File: src/rtl/relock_controller_pkg.sv
// Shared state encodings and constants for the relock supervisor.
package relock_controller_pkg;

  localparam logic [1:0] ST_UNLOCKED = 2'd0;
  localparam logic [1:0] ST_ACQUIRE  = 2'd1;
  localparam logic [1:0] ST_LOCKED   = 2'd2;
  localparam logic [1:0] ST_ILLEGAL  = 2'd3;

  localparam logic [15:0] RELOCK_SAT = 16'hFFFF;

  // Release threshold may never sit above the acquire threshold.
  function automatic logic signed [15:0] smin16(input logic signed [15:0] a,
                                                input logic signed [15:0] b);
    return (a < b) ? a : b;
  endfunction

endpackage

File: src/rtl/relock_controller_boxcar_avg.sv
// Boxcar mean of the last 2^AVG_LOG2 signed samples; buffer and sum start at zero,
// so the mean ramps up from 0 after reset. Output is registered (one cycle).
module relock_boxcar_avg #(
  parameter int AVG_LOG2 = 4
) (
  input  logic               clk_in,
  input  logic               rst_in,
  input  logic signed [15:0] sample_in,
  output logic signed [15:0] mean_out
);

  localparam int N     = 1 << AVG_LOG2;
  localparam int SUM_W = 16 + AVG_LOG2;

  logic [N-1:0][15:0]       buf_q, buf_d;
  logic signed [SUM_W-1:0]  sum_q, sum_d, shifted;
  logic signed [15:0]       mean_q, mean_d;

  always_comb begin
    buf_d   = {buf_q[N-2:0], sample_in};
    sum_d   = sum_q + SUM_W'(sample_in) - SUM_W'($signed(buf_q[N-1]));
    shifted = sum_d >>> AVG_LOG2;
    mean_d  = shifted[15:0];
  end

  always_ff @(posedge clk_in) begin
    if (rst_in) begin
      buf_q  <= '0;
      sum_q  <= '0;
      mean_q <= '0;
    end else begin
      buf_q  <= buf_d;
      sum_q  <= sum_d;
      mean_q <= mean_d;
    end
  end

  assign mean_out = mean_q;

endmodule

File: src/rtl/relock_controller.sv
// Lock-state supervisor: hysteresis thresholds with confirm/dropout timers driving PID
// enable, sweep hold, status and a saturating lock-loss counter. Define RELOCK_AVG_EN
// to compare a boxcar mean instead of the raw sample (one extra cycle of latency).
module relock_controller
  import relock_controller_pkg::*;
#(
  parameter int CONFIRM_CYCLES = 100_000_000,
  parameter int DROP_CYCLES    = 16,
  parameter int CNT_W          = 28,
  parameter int AVG_LOG2       = 4
) (
  input  logic               clk_in,
  input  logic               rst_in,
  input  logic               enable_in,
  input  logic signed [15:0] trans_in,
  input  logic signed [15:0] thr_hi_in,
  input  logic signed [15:0] thr_lo_in,
  output logic               pid_on_out,
  output logic               sweep_hold_out,
  output logic               locked_out,
  output logic               acquiring_out,
  output logic               unlocked_out,
  output logic [1:0]         state_out,
  output logic [15:0]        relock_count_out
);

  localparam int DROP_W = $clog2(DROP_CYCLES + 1);
  localparam logic [CNT_W-1:0]  CONF_LAST = CNT_W'(CONFIRM_CYCLES - 1);
  localparam logic [DROP_W-1:0] DROP_LAST = DROP_W'(DROP_CYCLES - 1);

  logic signed [15:0] sample_q, sample_d, cmp_val, thr_lo_eff;
  logic [1:0]         state_q, state_d;
  logic [CNT_W-1:0]   conf_q, conf_d;
  logic [DROP_W-1:0]  drop_q, drop_d;
  logic [15:0]        relock_q, relock_d;
  logic               pid_on_q, pid_on_d, locked_q, locked_d;
  logic               acq_q, acq_d, unl_q, unl_d;
  logic               above_hi, below_lo;

`ifdef RELOCK_AVG_EN
  relock_boxcar_avg #(.AVG_LOG2(AVG_LOG2)) u_avg (
    .clk_in    (clk_in),
    .rst_in    (rst_in),
    .sample_in (sample_q),
    .mean_out  (cmp_val)
  );
`else
  assign cmp_val = sample_q;
`endif

  assign thr_lo_eff = smin16(thr_lo_in, thr_hi_in);
  assign above_hi   = cmp_val >= thr_hi_in;
  assign below_lo   = cmp_val < thr_lo_eff;

  always_comb begin
    sample_d = trans_in;
    state_d  = state_q;
    conf_d   = conf_q;
    drop_d   = drop_q;
    relock_d = relock_q;
    if (!enable_in) begin
      state_d = ST_UNLOCKED;
      conf_d  = '0;
      drop_d  = '0;
    end else begin
      case (state_q)
        ST_UNLOCKED: begin
          conf_d = '0;
          drop_d = '0;
          if (above_hi) state_d = ST_ACQUIRE;
        end
        ST_ACQUIRE: begin
          if (below_lo) begin
            state_d = ST_UNLOCKED;
            conf_d  = '0;
          end else if (conf_q == CONF_LAST) begin
            state_d = ST_LOCKED;
            conf_d  = '0;
            drop_d  = '0;
          end else begin
            conf_d = conf_q + 1'b1;
          end
        end
        ST_LOCKED: begin
          if (!below_lo) begin
            drop_d = '0;
          end else if (drop_q == DROP_LAST) begin
            state_d  = ST_UNLOCKED;
            drop_d   = '0;
            conf_d   = '0;
            relock_d = (relock_q == RELOCK_SAT) ? relock_q : relock_q + 1'b1;
          end else begin
            drop_d = drop_q + 1'b1;
          end
        end
        default: begin
          state_d = ST_UNLOCKED;
          conf_d  = '0;
          drop_d  = '0;
        end
      endcase
    end
    // Status flops follow the next state so outputs change on the same edge as state.
    pid_on_d = (state_d == ST_ACQUIRE) || (state_d == ST_LOCKED);
    locked_d = state_d == ST_LOCKED;
    acq_d    = state_d == ST_ACQUIRE;
    unl_d    = state_d == ST_UNLOCKED;
  end

  always_ff @(posedge clk_in) begin
    if (rst_in) begin
      sample_q <= '0;
      state_q  <= ST_UNLOCKED;
      conf_q   <= '0;
      drop_q   <= '0;
      relock_q <= '0;
      pid_on_q <= 1'b0;
      locked_q <= 1'b0;
      acq_q    <= 1'b0;
      unl_q    <= 1'b1;
    end else begin
      sample_q <= sample_d;
      state_q  <= state_d;
      conf_q   <= conf_d;
      drop_q   <= drop_d;
      relock_q <= relock_d;
      pid_on_q <= pid_on_d;
      locked_q <= locked_d;
      acq_q    <= acq_d;
      unl_q    <= unl_d;
    end
  end

  assign pid_on_out       = pid_on_q;
  assign sweep_hold_out   = pid_on_q;
  assign locked_out       = locked_q;
  assign acquiring_out    = acq_q;
  assign unlocked_out     = unl_q;
  assign state_out        = state_q;
  assign relock_count_out = relock_q;

endmodule

File: config.mk
export PLATFORM = sky130hd
export DESIGN_NAME = relock_controller
export DESIGN_NICKNAME = d
export VERILOG_FILES = /design/src/rtl/relock_controller_pkg.sv /design/src/rtl/relock_controller_boxcar_avg.sv /design/src/rtl/relock_controller.sv
export SDC_FILE = /design/constraint.sdc
export NUM_CORES = 1
export LEC_CHECK = 0
export BUFFER_PORTS_ARGS = -buffer_cell sky130_fd_sc_hd__buf_2
export CAP_MARGIN = 40
export CORE_ASPECT_RATIO = 1.1
export CORE_UTILIZATION = 50
export DETAILED_ROUTE_END_ITERATION = 7
export PLACE_DENSITY = 0.83
export SLEW_MARGIN = 10
export SYNTH_ARGS = -nofsm -noshare
export SYNTH_HDL_FRONTEND = slang
export SYNTH_SLANG_ARGS = --single-unit
File: constraint.sdc
create_clock -name clk_in -period 15.5 [get_ports clk_in]
set_input_delay 3.1 -clock clk_in [delete_from_list [all_inputs] [get_ports clk_in]]
set_output_delay 3.1 -clock clk_in [all_outputs]
set_load 0.01 [all_outputs]
==> run metrics, run 1 <==
total CTS buffers 9; largest net degree at the start of global routing 41; Syn Nets 630; Finish-stage setup viols 0; Ys Warns 0; routed wire length on met3 666 um; Worst-Skew Late Latency 350 ps; count of different cell masters after synthesis 63; worst reg2reg setup slack 11,840 ps; PD cells 79.7 mW/mm2; post-layout min period 8310 ps; Final Skew 10.3 ps; Root Buffer clkbuf_8; GRT Total Usage 23.4%; DP Wirelength 8090 um; maximum vdd drop 0.0000557 V; number of global-route vias before repair 4,002; hold buffer count at CTS 0; CTS tree done; antenna cells 0; # fillers 758; first-pass GRT wire length 17,700 um; DR pass1 iterations 7; combinational fraction of design power 19.8%; DP Area 0.00493 mm2; Seq/Total Area, Yosys 31.8%; Worst-path clk slew 80 ps; Synth top area share 31.8%; syn avg cell area 8.48 um2; CTS H-tree lvls 3; Yosys reg bits 71; Worst Setup EP conf_q[8]; WL per Instance 14.9 um; leading area contributor after synthesis dfxtp_1; Post-layout nets 701; EDFF count, synth 0; worst endpoint data arrival time 8550 ps; MaxCap Viol Count 0; DRC Markers 0; Core ar. 0.00854 mm2; Iter 0 DRT Violations 226; Sw Share 30.7%; row count 35; fin util 59.8%; area fraction in compound gates after synthesis 19.2%; Crit. End Element register; grt total ovfl 0; Antenna Nets Post-Route 0; vias 4,201; RSZ-0062 raised after global routing no; synth top area cells dfxtp_1, ha_1, a21oi_1; setup fix buffers added after clock tree synthesis 0; I/O pin count 74; met2 WL post-DR 5240 um; Die Ht 101 um; Mapped Cells 527; worst setup path start thr_hi_in[1]; largest family of logic cells by synthesized area simple AND/OR/NAND/NOR gates; P_sw 0.000125 W; area fraction in and, or, nand and nor cells after synthesis 25.7%; run status finished clean; Synth Flop Type dfxtp_1; Synth Area in Adders 14.6%; worst reg2reg endpoint conf_q[8]; hold crit path type reg2reg; Slew Viols, Final 0; Hold Fails Final Rpt 0; CTS sink cnt 71; static leakage 2.10 nW; Sum Neg Setup Slack 0 ps; Met1 Wirelength 4620 um; gpl congestion 0.939; layout cells sized above 1 17.4%; WS Path Type in2reg; Final Cell Area 0.00511 mm2; Async SR Flop Fraction 0%; Starting Density 52.3%; Overall Power 0.000407 W; Post-Syn Area 0.00447 mm2; f_max 0.120 GHz; mux cell area share after synthesis 1.40%; crit path launch type primary input; reg2reg start cmp_val[6]; initial antenna violation count 0; post-cts sizing count 0; Clk network pwr share 34.1%; Synth-to-Final Area Change 14.3%; Detailed Route WL 10,600 um; Critical Path RT 15,740 ps; CP max FO 31; uppermost routed layer met4; vias per std cell 5.88; Max Buffers Root-to-Sink 2; die width 92.1 um; Final period util 53.6%; Slew HR 47.5%; Tightest Pin Transition 777 ps; worst reg2reg path depth 10; port bufs 73; Sequential Power Share 46.1%; internal power 0.000282 W; Synth Area in XOR/XNOR 3.53%; die footprint 0.00932 mm2
[sequential cells by signal, summed over array words and instances (netlist names)]
name,cells
acquiring_out,1
unlocked_out,1
conf_q,28
cmp_val,16
pid_on_out,1
locked_out,1
state_out,2
drop_q,5
relock_count_out,16
[Yosys cell counts, drive strengths merged, types with 3 or more instances]
cell     count
a2111oi      7
and2         9
buf          7
and4         6
ha          52
inv         25
nor2b       30
mux2i        4
nor2        51
nand4       11
or3          7
a21o         6
nand3       23
nand2       28
a211oi       8
nand3b       3
and3         6
xnor2       17
o21ai       19
nor4         4
nand2b       6
nor3         4
a21boi       3
dfxtp       71
nor4b        3
or4         12
clkbuf       9
a21oi       53
o31ai       14
[cell type report]
cell class,instances,area (um2),area share (%)
multi-input combinational,415,2880,56.5
sequential,71,1420,27.8
timing repair buffer,76,388,7.59
clock buffer,11,141,2.77
tap,111,139,2.72
inverter,25,93.8,1.84
clock inverter,5,41.3,0.808
[critical path: stages]
cell and delay [ps]:
buf_2 100, inv_1 100, ha_1 250, a2111o_1 380
a32oi_2 260, o211ai_1 220, xnor2_2 560, buf_6 240
nor2_1 50, a21oi_1 150, ha_1 260, and4_1 210
nor2b_1 130, o31ai_1 280, a41oi_1 420, o31a_1 540
and2_4 310, o21ai_1 580, buf_4 330, nor2_1 70
[cell usage in the layout, fill, tap and decap left out, types with 3 or more instances in the layout]
| cell | synthesis | routed |
|---|---|---|
| buf_2 | 5 | 73 |
| dfxtp_1 | 71 | 71 |
| a21oi_1 | 52 | 52 |
| ha_1 | 52 | 52 |
| nor2_1 | 51 | 51 |
| nor2b_1 | 30 | 30 |
| nand2_1 | 28 | 28 |
| inv_1 | 25 | 25 |
| nand3_1 | 23 | 23 |
| o21ai_0 | 17 | 17 |
| xnor2_1 | 17 | 16 |
| o31ai_1 | 14 | 14 |
| or4_1 | 11 | 11 |
| clkbuf_8 | 0 | 10 |
| nand4_1 | 9 | 9 |
| and2_1 | 8 | 8 |
| a2111oi_0 | 7 | 7 |
| a211oi_1 | 7 | 7 |
| or3_1 | 7 | 7 |
| nand2b_1 | 6 | 6 |
| and3_1 | 6 | 6 |
| and4_1 | 6 | 6 |
| a21o_1 | 5 | 5 |
| nor4_1 | 4 | 4 |
| nor3_1 | 4 | 4 |
| mux2i_1 | 4 | 4 |
| a21boi_0 | 3 | 3 |
| nand3b_1 | 3 | 3 |
| nor4b_1 | 3 | 3 |
[cell families after synthesis]
group / count (synthesis)
multiplexers: 6
buffers and inverters: 41
AND/OR/NAND/NOR: 208
adder cells (fa/ha/maj): 52
AO/OA/AOI/OAI: 131
XOR/XNOR: 18
flip-flops: 71
[metrics by stage]
stage                     hold slack [ps]  worst slack, ps  cells
final                                 476             7190    714
after global routing                  488             6700    714
after CTS                             469             7230    714
after detailed placement              456             6850    698
after global placement                451             6950    696
after floorplan                       444             7800    527
[metal layers]
| metal | track usage [%] | vias to the layer above |
|---|---|---|
| met1 | 28.0 | 1949 |
| met3 | 4.65 | 13 |
| met4 | 7.33 | 0 |
| met2 | 42.4 | 162 |
| met5 | 0 | - |
| li1 | - | 2077 |
[worst min path at each step]
stage,from,end,cells after the start
finish,drop_q[4],drop_q[4],1
detailed placement,drop_q[4],drop_q[4],1
global route,drop_q[4],drop_q[4],1
global placement,drop_q[4],drop_q[4],1
floorplan,drop_q[4],drop_q[4],1
CTS,drop_q[4],drop_q[4],1
[power groups by stage]
| stage | logic [W] | registers [W] | clock network (W) |
|---|---|---|---|
| 3_5_place_dp | 0.0000797 | 0.000192 | 0 |
| 5_1_grt | 0.0000907 | 0.000188 | 0.000149 |
| 2_1_floorplan | 0.0000558 | 0.000192 | 0 |
| 4_1_cts | 0.0000799 | 0.000188 | 0.000142 |
| 3_3_place_gp | 0.0000750 | 0.000192 | 0 |
| 6_report | 0.0000808 | 0.000188 | 0.000139 |
Power figures use the tool's default switching activity.
==> inputs of run 2 (changes only) <==
clock period = 8.2 ns   (was 15.5 ns; I/O delays follow)
==> run 2 against run 1 <==
Net effect:
- non-clock buffer count is 1 higher
- register-to-register slack got worse by 7100 ps
- sequential cell count did not move
- cell area down 0.29%
- sequential share of layout area rose by 0.082 points
- critical path depth up 2
- critical path type unchanged
- setup slack got worse by 5500 ps
- clock power increased by 77%
==> run metrics, run 2 (same netlist as run 1, synthesis figures left out) <==
Critical Path RT 8390 ps; Worst-Skew Late Latency 340 ps; post-cts sizing count 0; DP Wirelength 8270 um; DRC Markers 0; Detailed Route WL 10,600 um; layout cells sized above 1 17.1%; Post-layout nets 702; Max Buffers Root-to-Sink 2; run status finished clean; combinational fraction of design power 20.3%; PD cells 148 mW/mm2; multi-input logic area 0.00288 mm2; first-pass GRT wire length 17,800 um; WS Path Type in2reg; Worst Slack Setup Final 1710 ps; CTS tree done; Die Ht 101 um; Core ar. 0.00854 mm2; largest net degree at the start of global routing 41; Finish-stage setup viols 0; Slew HR 40.0%; commonest non-fill, non-tap cell in the layout buf_2; Tightest Pin Transition 888 ps; GRT Total Usage 23.6%; antenna cells 0; RSZ-0062 raised after global routing no; CTS H-tree lvls 3; grt total ovfl 0; internal power 0.000536 W; die width 92.1 um; Synth-to-Final Area Change 14.0%; setup fix buffers added after clock tree synthesis 0; Starting Density 52.3%; crit path launch type primary input; hold crit path type reg2reg; Final Skew 10.4 ps; total CTS buffers 9; Reg area 0.00142 mm2; vias 4,132; initial antenna violation count 0; static leakage 2.10 nW; Iter 0 DRT Violations 140; max FFs per register 28; Sw Share 29.0%; worst endpoint data arrival time 6680 ps; gpl congestion 0.931; most frequent cells in the layout buf_2, dfxtp_1, a21oi_1, ha_1, nor2_1; Root Buffer clkbuf_8; port bufs 73; Final Cell Area 0.00509 mm2; Crit. End Element register; die footprint 0.00932 mm2; worst slack at placement 1410 ps; Slew Viols, Final 0; # fillers 756; DP Area 0.00493 mm2; maximum vdd drop 0.0000849 V; CTS sink cnt 71; Antenna Nets Post-Route 0; Final period util 79.1%; post-layout min period 6490 ps; P_sw 0.000219 W; Clk network pwr share 32.6%; vias per std cell 5.80; row count 35; Hold Fails Final Rpt 0; MaxCap Viol Count 0; I/O pin count 74; CP max FO 31; Worst-path clk slew 70 ps; f_max 0.154 GHz; register with the most flip-flops conf_q; Sequential Power Share 47.0%; number of global-route vias before repair 4,069; hold buffer count at CTS 0; DR pass1 iterations 4; Sum Neg Setup Slack 0 ps; WL per Instance 14.9 um
## run 2: worst max-delay path: stages
cell	delay, ps
buf_2	80
inv_1	60
ha_1	350
nand4_1	160
nor4_1	390
a32oi_2	180
o211ai_1	210
xnor2_2	150
buf_4	280
nor2_1	70
a21oi_1	200
ha_1	290
a211oi_2	210
o21ai_1	100
a311oi_2	310
a41oi_1	450
o31a_1	550
and2_4	300
a31o_2	260
nand2_1	90
ha_1	230
nor2b_1	130
## run 2: worst paths after layout
kind	from	cells past startpoint	endpoint	slack (ps)
worst min register to register	drop_q[4]	1	drop_q[4]	500
worst min-delay path	drop_q[4]	1	drop_q[4]	500
worst max-delay path	thr_hi_in[15]	22	pid_on_out	1710
worst max register to register	cmp_val[6]	11	unlocked_out	4690
## run 2: metal layers
layer | wire length, um | GRT usage, %
met4 | 330 | 12.9
met3 | 490 | 4.28
met5 | 0 | 0
met1 | 4780 | 28.0
met2 | 5030 | 40.5
## run 2: power by group through the flow
stage | Sequential [W] | Clock [W] | Combinational [W]
after detailed placement | 0.000363 | 0 | 0.000151
after CTS | 0.000355 | 0.000252 | 0.000152
after floorplan | 0.000362 | 0 | 0.000105
final | 0.000355 | 0.000246 | 0.000153
after global placement | 0.000363 | 0 | 0.000143
after global routing | 0.000355 | 0.000268 | 0.000173
## run 2: final cells by class
class / count / area share (%)
tap: 111 / 2.73
multi-input combinational: 415 / 56.6
clock buffer: 13 / 3.12
sequential: 71 / 27.9
clock inverter: 1 / 0.0983
inverter: 25 / 1.84
timing repair buffer: 77 / 7.69
## run 2: per-stage QoR
stage                     hold WS (ps)  power [W]  util [%]  std cells
after floorplan                    444   0.000467         -        527
after global placement             452   0.000506      57.7        698
after detailed placement           485   0.000514      57.7        699
after CTS                          495   0.000759      59.6        713
after global routing               523   0.000797      59.6        713
final                              501   0.000755      59.6        713
==> inputs of run 3 (changes only) <==
ABC_AREA = 1   (was default)
PLACE_DENSITY = 0.82   (was 0.83)
clock period = 6.65 ns   (was 8.2 ns; I/O delays follow)
==> run 3 against run 2 <==
Net effect:
- the flow now finishes with violations (design-rule violations)
- hold slack worse by 48 ps
- global-route usage is 0.93 points lower
- sequential cell count stayed put
- via count is 19% higher
- die area is 12% higher
- combinational power is 23% higher
- utilization is 1.7 points lower
- register-to-register slack worse by 850 ps
- sequential share of layout area is 3.0 points lower
- setup slack worse by 180 ps
- cell count is 32% higher
==> run metrics, run 3 <==
run status complete, but fails checks; failing checks design-rule violations; area fraction in compound gates after synthesis 11.5%; top cells by count, synth nand2_1, nor2_1, inv_1; Crit. End Element register; post-layout min period 5110 ps; DRC Markers 21; CTS sink cnt 71; setup fix buffers added after clock tree synthesis 0; f_max 0.196 GHz; number of global-route vias before repair 4,368; Finish-stage setup viols 0; Synth Area in Adders 12.9%; Clk network pwr share 38.2%; area fraction in and, or, nand and nor cells after synthesis 33.1%; row count 38; commonest non-fill, non-tap cell in the layout nand2_1; worst endpoint data arrival time 5360 ps; Ys Warns 0; max FFs per register 28; crit path launch type primary input; Slew HR 39.7%; synth top area cells dfxtp_1, ha_1, nand2_1; Worst Hold End drop_q[4]; Synth top area share 28.2%; WL per Instance 12.4 um; vias per std cell 5.23; static leakage 2.54 nW; grt total ovfl 0; Final Skew 16.6 ps; Synth-to-Final Area Change 13.1%; RSZ-0062 raised after global routing no; Post-layout nets 918; Antenna Nets Post-Route 0; worst reg2reg setup slack 3840 ps; GRT Total Usage 22.6%; count leader, synth nand2_1; gpl congestion 0.942; Die Ht 107 um; Post-Syn Area 0.00504 mm2; largest family of logic cells by synthesized area simple AND/OR/NAND/NOR gates; combinational fraction of design power 18.6%; Async SR Flop Fraction 0%; most frequent cells in the layout nand2_1, nor2_1, inv_1; internal power 0.000712 W; mux cell area share after synthesis 0%; antenna cells 0; Worst-Skew Late Latency 360 ps; Starting Density 51.2%; total CTS buffers 9; worst reg2reg endpoint acquiring_out; Sequential Power Share 43.2%; die footprint 0.0105 mm2; Root Buffer clkbuf_8; Worst-path clk slew 80 ps; maximum vdd drop 0.0000925 V; initial antenna violation count 0; Yosys reg bits 71; post-cts sizing count 0; EDFF count, synth 0; first-pass GRT wire length 19,400 um; Synth Flop Type dfxtp_1; Max Buffers Root-to-Sink 2; PD cells 178 mW/mm2; I/O pin count 74; Final period util 76.9%; CP max FO 28; layout cells sized above 1 13.7%; reg2reg start conf_q[2]; port bufs 73; die width 97.7 um; DR pass1 iterations 7; Syn Nets 851; count of different cell masters after synthesis 42; worst reg2reg path depth 14; DP Wirelength 9010 um; hold path startpoint drop_q[4]; register with the most flip-flops conf_q; Synth Area in XOR/XNOR 4.17%; vias 4,920; Seq/Total Area, Yosys 28.2%; worst setup path start thr_hi_in[15]; largest net degree at the start of global routing 35; Iter 0 DRT Violations 253; hold crit path type reg2reg; Sw Share 29.6%; CTS tree done; leading area contributor after synthesis dfxtp_1; WS Path Type in2reg; Hold Path Depth 2; MaxCap Viol Count 0; Detailed Route WL 11,600 um; P_sw 0.000299 W; Hold Fails Final Rpt 0; Critical Path RT 6900 ps; Core ar. 0.00984 mm2; syn avg cell area 6.73 um2; Sum Neg Setup Slack 0 ps; hold buffer count at CTS 0; Mapped Cells 748; fin util 57.9%; CTS H-tree lvls 3; Tightest Pin Transition 901 ps; Slew Viols, Final 0
-- run 3: cell count changes in the layout (fill, tap and decap cells not counted), sizes merged, moves of 8 or more --
| cell | before | now |
|---|---|---|
| xor2 | 1 | 18 |
| nand2 | 28 | 141 |
| xnor2 | 17 | 6 |
| a21oi | 53 | 72 |
| nor2 | 51 | 110 |
| nand3 | 23 | 43 |
| nor3 | 4 | 26 |
| nand4 | 11 | 35 |
| and2 | 9 | 1 |
| nor2b | 30 | 0 |
| inv | 25 | 106 |
| or4 | 12 | 0 |
| o31ai | 14 | 1 |
-- run 3: how the worst max path moves through the flow --
stage	end	slack, ps
2_1_floorplan	unlocked_out	1890
3_3_place_gp	unlocked_out	1370
3_5_place_dp	unlocked_out	1200
4_1_cts	unlocked_out	1560
5_1_grt	unlocked_out	1090
6_report	unlocked_out	1540
-- run 3: per-layer routing --
| layer | global-route usage [%] | vias up | wire length [um] |
|---|---|---|---|
| li1 | - | 2606 | - |
| met1 | 28.8 | 2180 | 5430 |
| met2 | 39.3 | 113 | 5510 |
| met3 | 3.51 | 21 | 479 |
| met4 | 7.25 | 0 | 220 |
| met5 | 0 | - | 0 |
-- run 3: cells by family (layout without fill, tap and decap cells) --
group	count (synthesis)	after routing
AO/OA/AOI/OAI	106	106
XOR/XNOR	24	24
adder cells (fa/ha/maj)	52	52
buffers and inverters	126	198
flip-flops	71	71
AND/OR/NAND/NOR	369	369
-- run 3: through the flow --
stage	area, um2	power (W)	hold slack, ps	worst slack [ps]	cells
2_1_floorplan	5040	0.000589	419	1890	748
3_3_place_gp	5460	0.000628	429	1370	922
3_5_place_dp	5480	0.000635	433	1200	924
4_1_cts	5700	0.00102	454	1560	940
5_1_grt	5700	0.00107	471	1090	940
6_report	5700	0.00101	453	1540	940
-- run 3: layout make-up --
| cell class | instances | area (um2) |
|---|---|---|
| Fill cell | 939 | 4140 |
| Tap cell | 120 | 150 |
| Timing Repair Buffer | 77 | 400 |
| Multi-Input combinational cell | 551 | 3110 |
| Sequential cell | 71 | 1420 |
| Clock inverter | 6 | 92.6 |
| Inverter | 105 | 397 |
| Clock buffer | 10 | 128 |
-- run 3: critical path, stage by stage --
cell	delay (ps)
buf_2	70
inv_1	60
ha_1	370
a21oi_1	160
o21ai_1	80
nor2_1	220
nand2_2	110
nand2_1	100
nand2_1	440
nor2_1	230
a21oi_1	70
ha_1	320
a21oi_1	160
nor2_1	50
a211oi_1	190
nand2_1	120
nand2_2	80
nand2_1	60
nand2_2	90
nand2_4	170
nand2_2	110
nand2_2	70
o21ai_0	80
nand2_1	120
ha_1	190
or2_2	260
-- run 3: power by group through the flow --
| stage | logic, W | registers, W | clock network, W |
|---|---|---|---|
| floorplan | 0.000143 | 0.000447 | 0 |
| global placement | 0.000182 | 0.000447 | 0 |
| detailed placement | 0.000188 | 0.000447 | 0 |
| CTS | 0.000188 | 0.000437 | 0.000395 |
| global route | 0.000217 | 0.000438 | 0.000414 |
| finish | 0.000188 | 0.000437 | 0.000387 |
